$ cat src/rtl/fetch_stage.sv
// Instruction-fetch stage with IF/ID register: PC, imem request/ready handshake, stalls, redirects.
// Optional interrupt entry is compiled in when IF_INTERRUPT_EN is defined.
module fetch_stage #(
  parameter logic [31:0] RESET_PC   = 32'h0000_0000,
  parameter logic [31:0] INT_VECTOR = 32'h0000_0010,
  parameter logic [31:0] NOP_INSTR  = 32'h0000_0000
) (
  input  logic        clk,
  input  logic        rst,
  input  logic        stall,
  input  logic        branch_sel,
  input  logic        pcr_take,
  input  logic [31:0] branch_pc,
  input  logic        reti,
  input  logic        irq,
  output logic        irq_ack,
  output logic        imem_rd,
  output logic [31:0] imem_addr,
  input  logic        imem_rdy,
  input  logic [31:0] imem_data,
  output logic [31:0] instr,
  output logic [31:0] pc_plus_4,
  output logic        interrupt
);

  typedef enum logic [1:0] {
    IDLE  = 2'd0,
    REQ   = 2'd1,
    DRAIN = 2'd2,
    HOLD  = 2'd3
  } state_t;

  state_t      state_r, state_s;
  logic [31:0] pc_r, pc_s;
  logic [31:0] hold_r, hold_s;
  logic        rd_s;
  logic [31:0] addr_s;
  logic [31:0] instr_s, pp4_s;
  logic        int_s, ack_s;
  logic        redirect_s, irq_take_s, take_s, deliver_s;
  logic [31:0] word_s, word_pp4_s;

`ifdef IF_INTERRUPT_EN
  logic int_active_r, int_active_s;

  // Interrupt is eligible only on a clean accepted response with no competing redirect.
  always_comb begin
    irq_take_s = irq & ~int_active_r & ~stall & ~redirect_s;
  end

  // Nesting guard: set on entry, cleared by an unstalled return-from-interrupt.
  always_comb begin
    if (take_s) begin
      int_active_s = 1'b1;
    end else if (reti & ~stall) begin
      int_active_s = 1'b0;
    end else begin
      int_active_s = int_active_r;
    end
  end

  // Interrupt-active flop.
  always_ff @(posedge clk) begin
    if (rst) begin
      int_active_r <= 1'b0;
    end else begin
      int_active_r <= int_active_s;
    end
  end
`else
  logic unused_irq_s;

  // Interrupt inputs are not used in this build.
  always_comb begin
    irq_take_s   = 1'b0;
    unused_irq_s = irq ^ reti;
  end
`endif

  // Next-state, fetch request and IF/ID contents.
  always_comb begin
    redirect_s = (branch_sel | pcr_take) & ~stall;
    state_s    = state_r;
    pc_s       = pc_r;
    hold_s     = hold_r;
    rd_s       = imem_rd;
    addr_s     = imem_addr;
    take_s     = 1'b0;
    deliver_s  = 1'b0;
    word_s     = imem_data;
    word_pp4_s = imem_addr + 32'd4;

    case (state_r)
      IDLE: begin
        state_s = REQ;
        rd_s    = 1'b1;
        if (redirect_s) begin
          pc_s   = branch_pc;
          addr_s = branch_pc;
        end else begin
          addr_s = pc_r;
        end
      end
      REQ: begin
        if (imem_rdy) begin
          if (redirect_s) begin
            pc_s   = branch_pc;
            addr_s = branch_pc;
          end else if (stall) begin
            hold_s  = imem_data;
            pc_s    = imem_addr + 32'd4;
            rd_s    = 1'b0;
            state_s = HOLD;
          end else if (irq_take_s) begin
            take_s = 1'b1;
            pc_s   = INT_VECTOR;
            addr_s = INT_VECTOR;
          end else begin
            deliver_s  = 1'b1;
            word_s     = imem_data;
            word_pp4_s = imem_addr + 32'd4;
            pc_s       = imem_addr + 32'd4;
            addr_s     = imem_addr + 32'd4;
          end
        end else if (redirect_s) begin
          // Request must complete at the old address; remember the target.
          pc_s    = branch_pc;
          state_s = DRAIN;
        end else begin
          state_s = REQ;
        end
      end
      DRAIN: begin
        if (redirect_s) begin
          pc_s = branch_pc;
        end else begin
          pc_s = pc_r;
        end
        if (imem_rdy) begin
          state_s = REQ;
          addr_s  = redirect_s ? branch_pc : pc_r;
        end else begin
          state_s = DRAIN;
        end
      end
      HOLD: begin
        if (stall) begin
          state_s = HOLD;
        end else begin
          state_s = REQ;
          rd_s    = 1'b1;
          if (redirect_s) begin
            pc_s   = branch_pc;
            addr_s = branch_pc;
          end else begin
            deliver_s  = 1'b1;
            word_s     = hold_r;
            word_pp4_s = pc_r;
            addr_s     = pc_r;
          end
        end
      end
      default: begin
        state_s = IDLE;
        rd_s    = 1'b0;
      end
    endcase

    if (deliver_s) begin
      instr_s = word_s;
      pp4_s   = word_pp4_s;
      int_s   = 1'b0;
    end else if (take_s) begin
      instr_s = NOP_INSTR;
      pp4_s   = imem_addr;
      int_s   = 1'b1;
    end else if (stall) begin
      instr_s = instr;
      pp4_s   = pc_plus_4;
      int_s   = interrupt;
    end else begin
      instr_s = NOP_INSTR;
      pp4_s   = pc_plus_4;
      int_s   = 1'b0;
    end
    ack_s = take_s;
  end

  // State, PC, held word and all registered outputs.
  always_ff @(posedge clk) begin
    if (rst) begin
      state_r   <= IDLE;
      pc_r      <= RESET_PC;
      hold_r    <= 32'h0000_0000;
      imem_rd   <= 1'b0;
      imem_addr <= 32'h0000_0000;
      instr     <= NOP_INSTR;
      pc_plus_4 <= 32'h0000_0000;
      interrupt <= 1'b0;
      irq_ack   <= 1'b0;
    end else begin
      state_r   <= state_s;
      pc_r      <= pc_s;
      hold_r    <= hold_s;
      imem_rd   <= rd_s;
      imem_addr <= addr_s;
      instr     <= instr_s;
      pc_plus_4 <= pp4_s;
      interrupt <= int_s;
      irq_ack   <= ack_s;
    end
  end

endmodule

$ cat config.mk
export PLATFORM = sky130hd
export DESIGN_NAME = fetch_stage
export DESIGN_NICKNAME = d
export VERILOG_FILES = /design/src/rtl/fetch_stage.sv
export SDC_FILE = /design/constraint.sdc
export NUM_CORES = 1
export LEC_CHECK = 0
export CORE_MARGIN = 2
export CORE_UTILIZATION = 31
export DETAILED_ROUTE_END_ITERATION = 16
export PLACE_DENSITY = 0.63
export SLEW_MARGIN = 20
export SYNTH_ARGS = -nofsm -noshare
export SYNTH_HDL_FRONTEND = slang
export SYNTH_SLANG_ARGS = --single-unit
$ cat constraint.sdc
create_clock -name clk -period 4.4 [get_ports clk]
set_input_delay 1.32 -clock clk [delete_from_list [all_inputs] [get_ports clk]]
set_output_delay 1.32 -clock clk [all_outputs]
set_load 0.05 [all_outputs]
* Word-level counts from Yosys, hierarchy flattened
Cells that the tools add are included.
** Cells by class
- $add $sub $neg :: 1
- Equality and inequality tests :: 12
- Mux-type cells :: 37
- Bitwise gates (word level) :: 4
- Reductions and logical operators :: 7
** Operators with widths (count)
- $mux 32 :: 17
- $pmux 32 s4 :: 1
- $pmux 32 s3 :: 1
- $add 32x3->32 const B :: 1
- $mux 2 :: 6
- $ne 2x2->1 const B :: 5
- $mux 1 :: 9
- $ne 3x3->1 const B :: 3
- $pmux 2 s4 :: 1
- $reduce_and 4->1 :: 2
- $reduce_and 5->1 :: 1
- $eq 2x2->1 const B :: 2
- $pmux 1 s3 :: 1
- $reduce_bool 3->1 :: 1
- $eq 2x1->1 const B :: 1
- $logic_not 2->1 :: 1
- $ne 2x1->1 const B :: 1
- $not 1->1 :: 2
- $pmux 1 s2 :: 1
- $reduce_and 2->1 :: 1
- $reduce_or 2->1 :: 1
- $and 1x1->1 :: 1
- $or 1x1->1 :: 1
** Storage, ports and cells
- Flip-flop bits (word level) :: 163
- Bits of input ports :: 72
- Output and inout bits :: 99
- Logic and storage cells :: 68

* Depth between registers and ports, before layout
Gate-level depths: netlist (run 1).
- Depth after elaboration :: 6
- Gate-level depth with buffers :: 10
- Depth with buffers taken out :: 7

* Worst setup path after synthesis (run 1)
Ideal clock, no wire load.
- Kind :: input -> register
- From :: in stall
- To :: reg pc_plus_4[13]
- Data arrival time :: 2933 ps
- Required time :: 4322 ps
- Slack :: 1389 ps
- Stages on the path :: 7
- Cells stage by stage :: clkbuf_1 > nor3_1 > nand2_1 > nor2_1 > clkbuf_1 > nand2_1 > o22ai_1
** Between the ends
- Word-level cells in the longest chain between the ends :: 6
- Elaborated cells on any way between the ends :: 12
- Those cells by class :: mux (10); bitwise (2)
** RTL lines
- start, declared :: RTL line 10 : input logic stall,
- $not 1->1 :: RTL line 82 : redirect_s = (branch_sel | pcr_take) & ~stall;
- $and 1x1->1 :: RTL line 82
- $mux 32 :: RTL line 152 : if (redirect_s) begin
- $mux 32 :: RTL line 147 : if (stall) begin
- $mux 32
- $mux 32 :: RTL line 169 : if (deliver_s) begin
- end signal, assigned :: RTL line 208 : pc_plus_4 <= pp4_s;
- end, declared :: RTL line 22 : output logic [31:0] pc_plus_4,
Several ways; a longest one is shown, not always the timed one. The select of a mux whose other input is x is not followed.
A chain may end at the register's enable or synchronous reset.

* Final worst setup path (run 1)
- From :: in imem_rdy
- To :: reg pc_plus_4[20]
** Between the ends
- Word-level cells in the longest chain between the ends :: 2
** RTL lines
- start, declared :: RTL line 19 : input logic imem_rdy,
- $mux 1 :: RTL line 105 : if (imem_rdy) begin
- $pmux 1 s2 :: RTL line 93 : case (state_r)
Every way passes these cells.

==> results_dict.tcl, run 1 <==
set metrics [dict create \
    initial_core_util_pct 31.30 \
    clock_sinks 163 \
    fin_hold_ws_ns 0.4558 \
    synth.ff_latch_count 163 \
    peakVddDrop_mv 0.2387 \
    final_cell_count_no_fill 1386 \
    drc 0 \
    cts_setup_buffers 0 \
    drtIter0Drc 884 \
    clk_latency_ns 0.43 \
    cts_root_buf "clkbuf_16" \
    die-area_um2 25600 \
    vias 7987 \
    synthTopCellsByArea "dfxtp_1 43%, a222oi_1 6.0%, nand2_1 5.4%, a21oi_1 5.2%, nor2_1 4.9%" \
    vias_per_cell 5.763 \
    crit_fanout 13 \
    crit_top_cell "nand2_1" \
    yosys.area.top_type "dfxtp_1" \
    fin_tns_setup_ns 0 \
    ys_types 62 \
    min-delay-start "hold_r[12]" \
    hold_violations 0 \
    track_usage_pct 20.74 \
    first_global_vias 7546 \
    power_frac_seq_pct 41.8 \
    finalWorstSetupSlack_ns 0.8610 \
    worstMarginPinSlew_ns 1.131 \
    finClkSkew_ns 0.01005 \
    post_synth.cell_area_avg_um2 8.192 \
    fin_nets 1126 \
    synth-warning-count 0 \
    cp_data_arrival_time_ns 3.88 \
    grt.overflow.total 0 \
    leakage_nw 3.400 \
    die_h_um 160.0 \
    endpoint_kind "register" \
    max_freq_ghz 0.2826 \
    cts_tree "built" \
    period_share_pct 80.43 \
    power_frac_clock_pct 37.8 \
    path_cells "clkdlybuf4s50_1 > and2_1 > nand2_1 > nor2_4 > nand2_1 > o22ai_1" \
    h-tree-depth 4 \
    synth_ff_type "dfxtp_1" \
    critical_path_class "primary input to register" \
    fin_area_um2 10150 \
    area_delta_synth_final_pct 34.59 \
    synth_cells 921 \
    p_sw_mw 1.287 \
    path_clk_slew_ns 0.06 \
    grt_max_degree 80 \
    drv_slew 0 \
    synth_top_cell_area_share_pct 43.25 \
    relSlewSlack_pct 24.61 \
    power.total_mw 4.027 \
    place_ws_ns 0.4723 \
    portBuffers 166 \
    cpPeakStageDelay_ns 0.57 \
    dr.pass1.iters 6 \
    p_int_mw 2.739 \
    setup_violations 0 \
    fin_crit_ns 3.539 \
    synth_most_common_cell "dfxtp_1" \
    place_area_um2 9567 \
    gp_congestion 0.8730 \
    post_drt_wl_per_cell_um 19.71 \
    n_antenna_cell 0 \
    switching_share_pct 31.97 \
    powerDensity_nw_per_um2 396.5 \
    io_pins 171 \
    cts-resized-gates 0 \
    syn_area_um2 7545 \
    antenna_found_initial 1 \
    synth-async-reset-ratio_pct 0 \
    ctsHoldBuffers 0 \
    final_util_pct 42.13 \
    comb_power_share_pct 20.4 \
    drive_gt1_share_pct 7.156 \
    rows 57 \
    grt_first_pass_wirelength_um 42410 \
    cp-start-kind "primary input" \
    routed_wl_um 27320 \
    status "completed" \
    cap_violations 0 \
    dp.cells 1354 \
    rsz0062_at_grt "no" \
    ant_nets 0 \
    synthTopCellsByCount "163 x dfxtp_1, 108 x nand2_1, 99 x nor2_1" \
    core_area_um2 24110 \
    r2r-start "state_r[1]" \
    synth-edff-count 0 \
    hold_class "register to register" \
    hpwl_um 18180 \
    synth_seq_area_share_pct 43.25 \
    critPathSlowestCell "clkdlybuf4s50_1" \
    cp.required_ns 4.74 \
    critPathLaunch "imem_rdy" \
    cts_max_path_buffers 2 \
    die_w_um 160.0 \
    cts_buffers 17 \
]
## path summary, 6_finish.rpt
kind                                       to  slack, ns  depth (start not counted)
worst max-delay path            pc_plus_4[20]       0.86                          6
worst min-delay path               hold_r[12]       0.46                          2
worst max register to register  pc_plus_4[20]       1.37                          7
worst min register to register     hold_r[12]       0.46                          2
## cell usage in the layout (no fill, tap or decap), drive strengths merged, types with 3 or more instances in the layout
master,instances
and3,7
nand3,24
o31a,5
inv,7
a222oi,45
nor3,20
or3,10
o211ai,13
nor2,99
nor4,10
buf,32
clkinv,6
and4,5
a211oi,9
a22oi,34
and2,4
o22ai,29
or4,11
nand4,23
xor2,12
a21oi,79
a31oi,7
clkbuf,22
a221o,6
a311o,3
dfxtp,163
a221oi,4
xnor2,6
o311ai,3
ha,5
clkdlybuf4s50,165
o21ai,46
nand2,108
o32ai,5
## cell type report
| type | instances | area [um^2] |
|---|---|---|
| Clock buffer | 22 | 464.2 |
| Clock inverter | 10 | 123.9 |
| Fill cell | 2439 | 13950 |
| Inverter | 7 | 26.28 |
| Multi-Input combinational cell | 663 | 3955 |
| Sequential cell | 163 | 3263 |
| Tap cell | 324 | 405.4 |
| Timing Repair Buffer | 197 | 1917 |
## layer usage
metal / GRT usage (%) / share of wire, % / up-vias
li1: - / - / 3748
met3: 6.130 / 9.7 / 38
met5: 0 / 0 / -
met2: 33.29 / 46 / 361
met1: 27.06 / 42 / 3840
met4: 6.102 / 1.6 / 0
## power by group through the flow
stage	registers (mW)	clock network (mW)	logic (mW)
final	1.68	1.52	0.822
after global routing	1.69	1.61	0.878
after CTS	1.68	1.55	0.818
after detailed placement	1.71	0	0.813
after global placement	1.71	0	0.804
after floorplan	1.83	0	0.361
## kinds of logic (layout without fill, tap and decap cells)
logic type	after synthesis	in the layout	synth area share [%]
xor+xnor	18	18	2.090
mux	2	2	0.2654
buf+inv	96	236	4.925
fa+ha+maj	5	5	0.8292
flops	163	163	43.25
simple gates	327	327	20.17
other cells	1	2	0.04970
compound gates	309	309	28.42
## critical path: cells and delay by family
| family | cells | cell delay [ns] |
|---|---|---|
| compound gates | 1 | 0.24 |
| buf+inv | 1 | 0.57 |
| simple gates | 4 | 1.74 |
## state kept, by name, indices dropped and copies added (netlist names)
signal,count
imem_rd,1
state_r,2
imem_addr,32
pc_plus_4,32
hold_r,32
instr,32
pc_r,32
No activity file was read; power rests on OpenSTA's default activity.
==> run 2: changes to the inputs <==
- PLACE_DENSITY: 0.63 -> 0.65
- clock period: 4.4 -> 3.06 ns (I/O delays scaled with it)
==> run 2 against run 1 <==
Combinational power up 51%. Sequential cell count did not move. Design area rose by 3.1%. Largest cell class unchanged. Non-clock buffer count grew 31. Power rose by 46%. Utilization grew 1.3 points. Clock skew increased by 0.0014 ns. Hold slack lost 0.0015 ns. Sequential share of layout area decreased by 0.96 points. Highest routed layer unchanged.
==> results_dict.tcl, run 2 (synthesis results as in run 1) <==
set metrics [dict create \
    io_pins 171 \
    ant_nets 0 \
    cts_root_buf "clkbuf_16" \
    cpPeakStageDelay_ns 0.89 \
    die_w_um 160.0 \
    reg2reg_to "imem_addr[14]" \
    relSlewSlack_pct 52.01 \
    path_clk_slew_ns 0.06 \
    rrSetupSlack_ns 0.53 \
    cp-endpoint "imem_addr[19]" \
    setup_violations 0 \
    drc 0 \
    leakage_nw 3.582 \
    met1_usage_pct 26.99 \
    peakVddDrop_mv 0.3851 \
    clk_latency_ns 0.43 \
    area_delta_synth_final_pct 38.76 \
    gr-max-usage-layer "met2" \
    cap_violations 0 \
    critPathTopFamily "buffers and inverters" \
    worstMarginPinSlew_ns 0.7199 \
    dr.pass1.iters 5 \
    place_ws_ns 0.08958 \
    core_area_um2 24110 \
    drtIter0Drc 857 \
    antenna_found_initial 0 \
    hpwl_um 18830 \
    vias_per_cell 5.721 \
    crit_buf_inv 1 \
    grt_max_degree 66 \
    fin_tns_setup_ns 0 \
    first_global_vias 7562 \
    endpoint_kind "output port" \
    layout_common_cells "165 x clkdlybuf4s50_1, 163 x dfxtp_1, 108 x nand2_1, 98 x nor2_1, 79 x a21oi_1" \
    r2r-start "state_r[1]" \
    portBuffers 166 \
    drv_slew 0 \
    fin_crit_ns 2.801 \
    routed_wl_um 27220 \
    power_frac_clock_pct 38.0 \
    critPathSlowestCell "clkdlybuf4s50_1" \
    critical_path_depth 1 \
    initial_core_util_pct 31.30 \
    cts-resized-gates 0 \
    period_share_pct 91.54 \
    critical_path_class "register to output port" \
    track_usage_pct 20.75 \
    met3_usage_pct 6.156 \
    min-delay-start "hold_r[0]" \
    rr_worst_depth 7 \
    dp.cells 1385 \
    fin_hold_ws_ns 0.4543 \
    final_common_cell "clkdlybuf4s50_1" \
    cts_tree "built" \
    finClkSkew_ns 0.01141 \
    power.total_mw 5.885 \
    n_antenna_cell 0 \
    vias 8106 \
    die-area_um2 25600 \
    p_sw_mw 1.837 \
    cp-start-kind "register" \
    drive_gt1_share_pct 9.973 \
    post_drt_wl_per_cell_um 19.21 \
    cts_buffers 17 \
    comb_power_share_pct 21.1 \
    path_cells "clkdlybuf4s50_1" \
    finalWorstSetupSlack_ns 0.2589 \
    cp.required_ns 2.14 \
    hold_class "register to register" \
    grt_use_met2_pct 33.12 \
    ctsHoldBuffers 0 \
    cts_setup_buffers 0 \
    critPathLaunch "imem_addr[19]" \
    p_int_mw 4.048 \
    rsz0062_at_grt "no" \
    status "completed" \
    crit_fanout 10 \
    hold_violations 0 \
    clock_sinks 163 \
    cts_max_path_buffers 2 \
    powerDensity_nw_per_um2 562.2 \
    final_cell_count_no_fill 1417 \
    grt_first_pass_wirelength_um 42560 \
    power_frac_seq_pct 41.0 \
    max_freq_ghz 0.3570 \
    gp_congestion 0.8946 \
    rows 57 \
    die_h_um 160.0 \
    h-tree-depth 4 \
    fin_nets 1157 \
    cp_data_arrival_time_ns 1.88 \
    switching_share_pct 31.22 \
    grt.overflow.total 0 \
]
## run 2: changes by cell type in the layout (fill, tap and decap cells not counted), sizes merged
cell,before,now
inv,7,8
clkinvlp,2,4
buf,32,63
clkinv,6,2
clkbuf,22,23
## run 2: stage by stage
step                      util [%]  area, um^2
after global placement       40.88        9854
after CTS                    43.43       10470
after global routing         43.43       10470
after detailed placement     40.88        9854
after floorplan                  -        7548
final                        43.43       10470
## run 2: tightest hold or removal path, cell delays in order (launching register included)
cell	delay, ns
dfxtp_1	0.31
nand2_1	0.05
a21oi_1	0.05
## run 2: layout make-up
type | instances | area, um^2
flip-flops and latches | 163 | 3263
fillers | 2435 | 13640
well taps | 324 | 405.4
clock inverters | 9 | 116.4
clock buffers | 23 | 498.0
multi-input cells | 663 | 3948
inverters | 7 | 26.28
repair buffers | 228 | 2212
## run 2: layer usage
layer	vias up	share of wire [%]
met3	37	10
met5	-	0
met1	3880	41
met4	0	1.8
li1	3812	-
met2	377	47
## run 2: how the worst min path moves through the flow
stage,end,slack (ns),depth (start not counted)
after global routing,hold_r[29],0.48,2
after detailed placement,hold_r[19],0.45,2
after global placement,hold_r[27],0.44,2
after CTS,hold_r[19],0.46,2
final,hold_r[0],0.45,2
after floorplan,hold_r[0],0.44,2
## run 2: power groups by stage
stage	clock network [mW]	logic, mW	registers [mW]
final	2.24	1.24	2.41
after global routing	2.37	1.32	2.42
after CTS	2.29	1.23	2.40
after detailed placement	0	1.23	2.45
after global placement	0	1.21	2.45
after floorplan	0	0.519	2.63
